`src/rtl/mem_arb_pkg.sv`:
```
// Shared types for the memory access arbiter: one-hot FSM states and the
// round-robin grant marker.
package mem_arb_pkg;

  typedef enum logic [4:0] {
    IDLE    = 5'b00001,
    CPU_CMD = 5'b00010,
    CPU_ACC = 5'b00100,
    CPU_END = 5'b01000,
    DMA_ACC = 5'b10000
  } state_t;

  typedef enum logic {
    GNT_CPU = 1'b0,
    GNT_DMA = 1'b1
  } grant_t;

  localparam int unsigned WaitCntW = 4;

endpackage

```
`src/rtl/wait_state_counter.sv`:
```
// Load/decrement access-cycle counter; last is high on the final cycle of an access.
module wait_state_counter
  import mem_arb_pkg::*;
(
  input  logic                clk,
  input  logic                rst_n,
  input  logic                load,
  input  logic                dec,
  input  logic [WaitCntW-1:0] load_val,
  output logic                last
);

  logic [WaitCntW-1:0] cnt_q;

  always_ff @(posedge clk or negedge rst_n) begin
    if (!rst_n) begin
      cnt_q <= '0;
    end else if (load) begin
      cnt_q <= load_val;
    end else if (dec && (cnt_q != '0)) begin
      cnt_q <= cnt_q - 1'b1;
    end
  end

  assign last = (cnt_q == '0);

endmodule

```
`src/rtl/mem_access_arbiter.sv`:
```
// Shares one memory/IO datapath between the 8088 bus and a DMA requester, generating
// LA/OE/WE strobes, the address/data mux select and CPU READY throttling.
module mem_access_arbiter
  import mem_arb_pkg::*;
#(
  parameter int unsigned ADDR_WIDTH  = 19,
  parameter int unsigned WAIT_STATES = 1,
  parameter int unsigned DMA_BURST   = 4
) (
  input  logic                  clk,
  input  logic                  rst_n,
  input  logic                  ale,
  input  logic                  rd_n,
  input  logic                  wr_n,
  input  logic                  cs,
  output logic                  ready,
  input  logic                  dma_req,
  input  logic                  dma_wr,
  input  logic [ADDR_WIDTH-1:0] dma_addr,
  output logic                  dma_gnt,
  output logic                  dma_done,
  output logic                  la,
  output logic                  oe,
  output logic                  we,
  output logic                  sel_dma,
  output logic [ADDR_WIDTH-1:0] dp_dma_addr
);

  localparam int unsigned         BurstW   = $clog2(DMA_BURST + 1);
  localparam logic [BurstW-1:0]   BurstMax = BurstW'(DMA_BURST);
  localparam logic [WaitCntW-1:0] WaitLoad = WaitCntW'(WAIT_STATES);
  // With zero wait states the CPU is never stalled while waiting for its strobe.
  localparam logic                CmdHold  = (WAIT_STATES != 0);

  state_t            state_q;
  grant_t            last_grant_q;
  logic              cpu_pend_q, cpu_pend_d;
  logic [BurstW-1:0] burst_q;
  logic              is_read_q;
  logic              dma_wr_q;

  logic cpu_req, cpu_win, idle_cpu, idle_dma, strobe;
  logic cnt_load, cnt_dec, cnt_last;

  always_comb begin
    cpu_req    = (cs & ale) | cpu_pend_q;
    cpu_win    = cpu_req & (~dma_req | (last_grant_q == GNT_DMA) | (burst_q == BurstMax));
    // Mealy grant decisions are masked during reset so LA/GNT stay low.
    idle_cpu   = rst_n & (state_q == IDLE) & cpu_win;
    idle_dma   = rst_n & (state_q == IDLE) & ~cpu_win & dma_req;
    strobe     = ~rd_n | ~wr_n;
    cpu_pend_d = idle_cpu ? 1'b0 : (cpu_pend_q | (cs & ale));
    cnt_load   = idle_dma | ((state_q == CPU_CMD) & strobe);
    cnt_dec    = (state_q == CPU_ACC) | (state_q == DMA_ACC);
  end

  wait_state_counter u_wait_cnt (
    .clk      (clk),
    .rst_n    (rst_n),
    .load     (cnt_load),
    .dec      (cnt_dec),
    .load_val (WaitLoad),
    .last     (cnt_last)
  );

  always_ff @(posedge clk or negedge rst_n) begin
    if (!rst_n) begin
      state_q      <= IDLE;
      last_grant_q <= GNT_DMA;
      cpu_pend_q   <= 1'b0;
      burst_q      <= '0;
      is_read_q    <= 1'b0;
      dma_wr_q     <= 1'b0;
      dp_dma_addr  <= '0;
    end else begin
      cpu_pend_q <= cpu_pend_d;
      unique case (state_q)
        IDLE: begin
          if (idle_cpu) begin
            state_q <= CPU_CMD;
          end else if (idle_dma) begin
            state_q     <= DMA_ACC;
            dma_wr_q    <= dma_wr;
            dp_dma_addr <= dma_addr;
          end
        end
        CPU_CMD: begin
          if (strobe) begin
            state_q   <= CPU_ACC;
            is_read_q <= ~rd_n;
          end
        end
        CPU_ACC: begin
          if (cnt_last) begin
            state_q      <= CPU_END;
            last_grant_q <= GNT_CPU;
            burst_q      <= '0;
          end
        end
        CPU_END: begin
          // Hold until the bus cycle ends so one strobe never triggers two accesses.
          if (rd_n && wr_n) state_q <= IDLE;
        end
        DMA_ACC: begin
          if (cnt_last) begin
            state_q      <= IDLE;
            last_grant_q <= GNT_DMA;
            if (cpu_pend_q && (burst_q != BurstMax)) burst_q <= burst_q + 1'b1;
          end
        end
        default: state_q <= IDLE;
      endcase
    end
  end

  always_comb begin
    la       = idle_cpu | idle_dma;
    dma_gnt  = idle_dma;
    sel_dma  = idle_dma | (state_q == DMA_ACC);
    oe       = ((state_q == CPU_ACC) & is_read_q) | ((state_q == DMA_ACC) & ~dma_wr_q);
    we       = cnt_last & (((state_q == CPU_ACC) & ~is_read_q) |
                           ((state_q == DMA_ACC) & dma_wr_q));
    dma_done = cnt_last & (state_q == DMA_ACC);
    ready    = ~(cpu_pend_q | ((state_q == CPU_CMD) & CmdHold) |
                 ((state_q == CPU_ACC) & ~cnt_last));
  end

endmodule

```
`config.mk`:
```
export PLATFORM = sky130hd
export DESIGN_NAME = mem_access_arbiter
export DESIGN_NICKNAME = d
export VERILOG_FILES = /design/src/rtl/mem_arb_pkg.sv /design/src/rtl/wait_state_counter.sv /design/src/rtl/mem_access_arbiter.sv
export SDC_FILE = /design/constraint.sdc
export NUM_CORES = 1
export LEC_CHECK = 0
export CAP_MARGIN = 40
export CORE_MARGIN = 4
export CORE_UTILIZATION = 41
export DETAILED_ROUTE_END_ITERATION = 12
export PLACE_DENSITY = 0.75
export SYNTH_ARGS = -nofsm -noshare
export SYNTH_HDL_FRONTEND = slang
export SYNTH_SLANG_ARGS = --single-unit
```
`constraint.sdc`:
```
create_clock -name clk -period 1.6 [get_ports clk]
set_input_delay 0.24 -clock clk [delete_from_list [all_inputs] [get_ports clk]]
set_output_delay 0.24 -clock clk [all_outputs]
set_load 0.02 [all_outputs]
```
==> results of run 1 <==
==> metrics by stage <==
step                      total power, W  instance area (µm²)  utilization (%)  hold slack (ns)
after floorplan                  0.00277                 1710                -          -0.0556
after global placement           0.00393                 2500             62.6            0.476
after detailed placement         0.00402                 2500             62.6            0.484
after CTS                        0.00538                 2940             73.4            0.401
after global routing             0.00582                 2990             74.7            0.456
final                            0.00552                 2990             74.7            0.428
==> sequential cells by signal (all words and copies together) (netlist names) <==
name / cells
dp_dma_addr: 19
state_q: 5
u_wait_cnt.cnt_q: 4
burst_q: 3
cpu_pend_q: 1
dma_wr_q: 1
is_read_q: 1
last_grant_q: 1
==> synth_stat cells (4+ instances only) <==
master    n  area [µm²]
ha_1      4        50.1
inv_1     9        33.8
nor2_1    9        33.8
a21oi_1   5        25.0
mux2_2   15         169
mux2_1    5        56.3
nor3_1    4        20.0
o21ai_0   8        40.0
dfrtp_1  33         826
nand2_1   6        22.5
==> report_power, final <==
group	internal (W)	switching, W	total (W)
sequential	0.00129	0.000278	0.00157
combinational	0.00167	0.00146	0.00313
clock	0.000464	0.000350	0.000814
total	0.00343	0.00209	0.00552
==> logic make-up after synthesis <==
group	Yosys count	synth area share [%]
fa+ha+maj	4	2.95
simple gates	42	14.8
mux	20	13.3
buf+inv	15	4.73
compound gates	24	10.3
xor+xnor	4	2.07
flops	35	51.8
==> final cells by class <==
class                      count  share of cell area, %
tap                           50                   2.09
timing repair buffer         102                   33.0
clock inverter                 3                   1.47
multi-input combinational     94                   30.6
clock buffer                   5                   2.30
sequential                    35                   29.4
inverter                       9                   1.13
==> worst reg2reg max path: stages, from the launching register on <==
cell	delay, ns
dfrtp_1	0.39
inv_2	0.09
ha_4	0.14
or3b_4	0.41
buf_6	0.14
and3_4	0.18
o31ai_4	0.20
and4b_1	0.24
==> cells in the final DEF (no fill, tap or decap), types with 2 or more instances in the layout <==
| cell | Yosys | layout |
|---|---|---|
| nor3_1 | 4 | 4 |
| nor2_2 | 0 | 4 |
| ha_1 | 4 | 2 |
| and2_1 | 2 | 2 |
| buf_6 | 3 | 15 |
| xor2_1 | 3 | 3 |
| o21ai_1 | 0 | 2 |
| nand4_1 | 3 | 3 |
| mux2_1 | 5 | 5 |
| nor2_1 | 9 | 3 |
| o21ai_0 | 8 | 4 |
| buf_16 | 0 | 2 |
| clkdlybuf4s50_1 | 0 | 45 |
| dfrtp_1 | 33 | 32 |
| nand3_2 | 0 | 2 |
| inv_1 | 9 | 4 |
| nor2_4 | 0 | 2 |
| mux2_2 | 15 | 15 |
| nand2_1 | 6 | 6 |
| inv_2 | 0 | 5 |
| o22ai_2 | 0 | 2 |
| buf_4 | 0 | 39 |
| a21oi_1 | 5 | 3 |
| dfstp_2 | 2 | 2 |
| ha_4 | 0 | 2 |
| clkbuf_8 | 0 | 5 |
| nor4_1 | 3 | 2 |
==> layer usage <==
layer  track usage [%]  wire length (µm)  share of wire, %  up-vias
met3              7.62               336               6.3       14
li1                  -                 -                 -      721
met5                 0                 0                 0        -
met4              7.93               142               2.7        0
met1              24.9              2050                38      793
met2              40.3              2810                53       59
==> path summary, 6_finish.rpt <==
| kind | from | endpoint | slack, ns |
|---|---|---|---|
| max | state_q[0]$_DFFE_PN1P_ | ready | -0.31 |
| min | rst_n | dma_wr_q$_DFFE_PN0P_ | 0.43 |
| max reg2reg | u_wait_cnt.cnt_q[1]$_DFFE_PN0P_ | state_q[0]$_DFFE_PN1P_ | -0.24 |
| min reg2reg | dp_dma_addr[5]$_DFFE_PN0P_ | dp_dma_addr[5]$_DFFE_PN0P_ | 0.50 |
| max in group asynchronous | rst_n | state_q[0]$_DFFE_PN1P_ | 0.82 |
| min in group clk | dp_dma_addr[5]$_DFFE_PN0P_ | dp_dma_addr[5]$_DFFE_PN0P_ | 0.50 |
==> repair_timing <==
item	in CTS	in global routing
gates cloned	2	0
endpoints found under the setup margin	36	40
pin swaps	18	9
buffers inserted	11	5
resized for setup	89	8
==> flow_summary.yaml, run 1 <==
sta:
  fin_crit_sh_pct: 119
  fin_setup_tns_ns: -6.31
  fmax_mhz: 523
  min_period_ns: 1.91
  worstMarginPinSlew_ns: 0.522
  fin_ws_ns: -0.311
  slew_headroom_pct: 64.9
  skew_ns: 0.00405
  finalSetupViolCount: 34
  maxSlewViolCount: 0
  rsz0062_at_grt: "yes"
  finalHoldViolCount: 0
critical_path:
  crit_required_ns: 1.36
  cp_cell_sequence: "buf_6 -> or4_4 -> nor2_4 -> nor3b_2 -> buf_4"
  ff2ff_path_depth: 7
  cp_slowest_cell: "or4_4"
  cp-end-kind: "primary output"
  crit_fanout: 3
  crit_type: "reg -> out"
  critPathBufInv: 2
  worst_path_largest_cell_delay_ns: 0.52
  start_kind: "flip-flop"
  worstPathArrival_ns: 1.67
  crit_family: "simple AND/OR/NAND/NOR gates"
  cp.depth: 5
drt:
  vias: 1587
  ant_nets: 0
  drc_errors: 0
  firstDrtPassIters: 4
  wl_per_cell_um: 17.9
  wl_mm: 5.34
  vias_per_cell: 5.33
  drt_iter0_markers: 98
place:
  dp.cells: 274
  place_ws_ns: -0.549
  dp_hpwl_mm: 3.28
  gp_congestion: 0.867
  port_buffers: 52
pwr:
  powerDensity_nw_per_um2: 1850
  ir_drop_mv: 1.08
  p_leak_nw: 1.30
layout:
  num-fill-cells: 249
  layout-drive-gt1-share_pct: 47.6
  num_antenna_cells: 0
  seq_area_um2: 880
  multi_input_area_um2: 913
  areaGrowthSynthToFinish_pct: 76.4
  fin_cells: 298
  fin_nets: 278
logic_synthesis:
  syn-cell-area_um2: 1690
  synthCells: 144
  async_reset_ff_share_pct: 100
  ys_warn_count: 0
  synth_edf_count: 0
  synth-main-ff-cell: "dfrtp_1"
  synth_seq_cells: 35
  syn_nets: 175
  seq_area_frac_synth_pct: 51.8
  ys_types: 41
  syn_avg_cell_area_um2: 11.8
floorplan:
  pin_count: 53
  initial_utilization_pct: 42.4
  core_um2: 4000
  num_rows: 23
  die_area_um2: 5220
  die_h_um: 72.3
  die_x_um: 72.3
cts:
  clock_path_buffers: 2
  htreeDepth: 2
  cts_tree: "done"
  clock_latency_ns: 0.29
  clk_pin_slew_ns: 0.08
  postCtsHoldBufs: 0
  clock-sinks: 35
  cts-root-buf: "clkbuf_8"
  numCtsBuffers: 5
global_routing:
  grt.total_usage_pct: 22.6
  grt.overflow.total: 0
  grt_max_degree: 36
  grt_pass1_wl_mm: 9.01
  grt_pass1_vias: 1785
  antenna_found_initial: 0
status:
  violations: "setup timing"
  outcome: "finished, violations left"
min_path:
  hold_path.class: "in -> async"
flow_run:
  max_cap_viol_count: 0
Power figures use the tool's default switching activity.
==> inputs of run 2 (changes only) <==
CORE_UTILIZATION = 30   (was 41)
PLACE_DENSITY = not set   (was 0.75)
==> flow_summary.yaml, run 2 (synthesis gave the netlist of run 1 again) <==
global_routing:
  grt_pass1_wl_mm: 7.40
  grt.total_usage_pct: 13.2
  antenna_found_initial: 0
  grt.overflow.total: 0
  grt_max_degree: 36
  grt_pass1_vias: 1587
cts:
  clock_latency_ns: 0.29
  cts_tree: "done"
  numCtsBuffers: 5
  clk_pin_slew_ns: 0.07
  htreeDepth: 2
  clock_path_buffers: 2
  cts-root-buf: "clkbuf_8"
  clock-sinks: 35
sta:
  fin_ws_ns: -0.298
  fmax_mhz: 527
  finalHoldViolCount: 0
  whs_ns: 0.00542
  fin_setup_tns_ns: -5.22
  rsz0062_at_grt: "yes"
  fin_crit_sh_pct: 119
  worstMarginPinSlew_ns: 0.456
  finalSetupViolCount: 35
  maxSlewViolCount: 0
  min_period_ns: 1.90
  skew_ns: 0.00323
  slew_headroom_pct: 69.6
flow_run:
  max_cap_viol_count: 0
drt:
  drt_iter0_markers: 42
  firstDrtPassIters: 4
  wl_per_cell_um: 13.7
  ant_nets: 0
  drc_errors: 0
  vias: 1497
  vias_per_cell: 4.62
  wl_mm: 4.44
place:
  place_ws_ns: -0.518
  dp_hpwl_mm: 3.01
  gp_congestion: 0.812
  port_buffers: 52
critical_path:
  start_kind: "flip-flop"
  crit_required_ns: 1.36
  crit_fanout: 4
  crit_type: "reg -> out"
  ff2ff_path_depth: 7
  cp-end-kind: "primary output"
  worstPathArrival_ns: 1.66
layout:
  areaGrowthSynthToFinish_pct: 79.0
  reg_top3: "dp_dma_addr: 19 flops, state_q: 5 flops, u_wait_cnt.cnt_q: 4 flops"
  largest_reg_flops: 19
  largest-register: "dp_dma_addr"
  layout-drive-gt1-share_pct: 50.8
  num-fill-cells: 451
  layout_common_cells: "clkdlybuf4s50_1, buf_4, dfrtp_1"
  fin_nets: 282
  num_antenna_cells: 0
status:
  outcome: "finished, violations left"
  violations: "setup timing"
min_path:
  hold_path.class: "in -> async"
floorplan:
  die_x_um: 83.1
  die_h_um: 83.1
  initial_utilization_pct: 30.8
  pin_count: 53
  core_um2: 5510
  num_rows: 27
  die_area_um2: 6910
pwr:
  p_leak_nw: 1.33
  power_w: 0.00534
  powerDensity_nw_per_um2: 1760
  ir_drop_mv: 0.931
[run 2: repair_timing]
item,4_1_cts,5_1_grt
setup endpoints to repair,37,38
gates resized for setup,78,21
pin swaps,11,16
hold endpoints to repair,0,0
buffers inserted,10,2
cloned,1,0
hold buffers,0,0
[run 2: worst max-delay path: stages (launching register included)]
cell,delay [ns]
dfstp_2,0.39
buf_6,0.12
or4_4,0.53
nor2_4,0.12
nor3b_2,0.05
buf_4,0.15
[run 2: final cells by class]
cell class	count	area [µm²]	area share, %
repair buffers	106	991	32.7
multi-input cells	94	933	30.8
flip-flops and latches	35	881	29.0
clock buffers	7	96.3	3.18
well taps	72	90.1	2.97
inverters	9	33.8	1.11
clock inverters	1	7.51	0.248
[run 2: path summary, 6_finish.rpt]
path	endpoint	slack, ns	start
min in group clk	dp_dma_addr[6]$_DFFE_PN0P_	0.50	dp_dma_addr[6]$_DFFE_PN0P_
max	ready	-0.30	state_q[0]$_DFFE_PN1P_
min reg2reg	dp_dma_addr[6]$_DFFE_PN0P_	0.50	dp_dma_addr[6]$_DFFE_PN0P_
max in group asynchronous	state_q[1]$_DFFE_PN0P_	1.25	rst_n
min	cpu_pend_q$_DFF_PN0_	0.005	rst_n
max reg2reg	state_q[0]$_DFFE_PN1P_	-0.19	u_wait_cnt.cnt_q[1]$_DFFE_PN0P_
[run 2: through the flow]
step	util, %	area (µm²)	std cells
final	55.1	3030	324
after global routing	55.1	3030	324
after CTS	53.2	2930	322
after detailed placement	46.8	2580	303
after global placement	46.8	2580	303
after floorplan	-	1710	144
[run 2: where the power goes]
part | leakage (nW) | total [W] | switching [W] | internal, W
registers | 0.420 | 0.00154 | 0.000246 | 0.00129
clock network | 0.0505 | 0.000719 | 0.000328 | 0.000392
logic | 0.861 | 0.00308 | 0.00136 | 0.00172
total | 1.33 | 0.00534 | 0.00194 | 0.00340
[run 2: routing by layer]
metal | track usage, % | up-vias | share of wire, %
li1 | - | 729 | -
met2 | 22.3 | 33 | 51
met1 | 15.7 | 728 | 42
met4 | 4.90 | 0 | 1.5
met5 | 0 | - | 0
met3 | 3.97 | 7 | 5.2
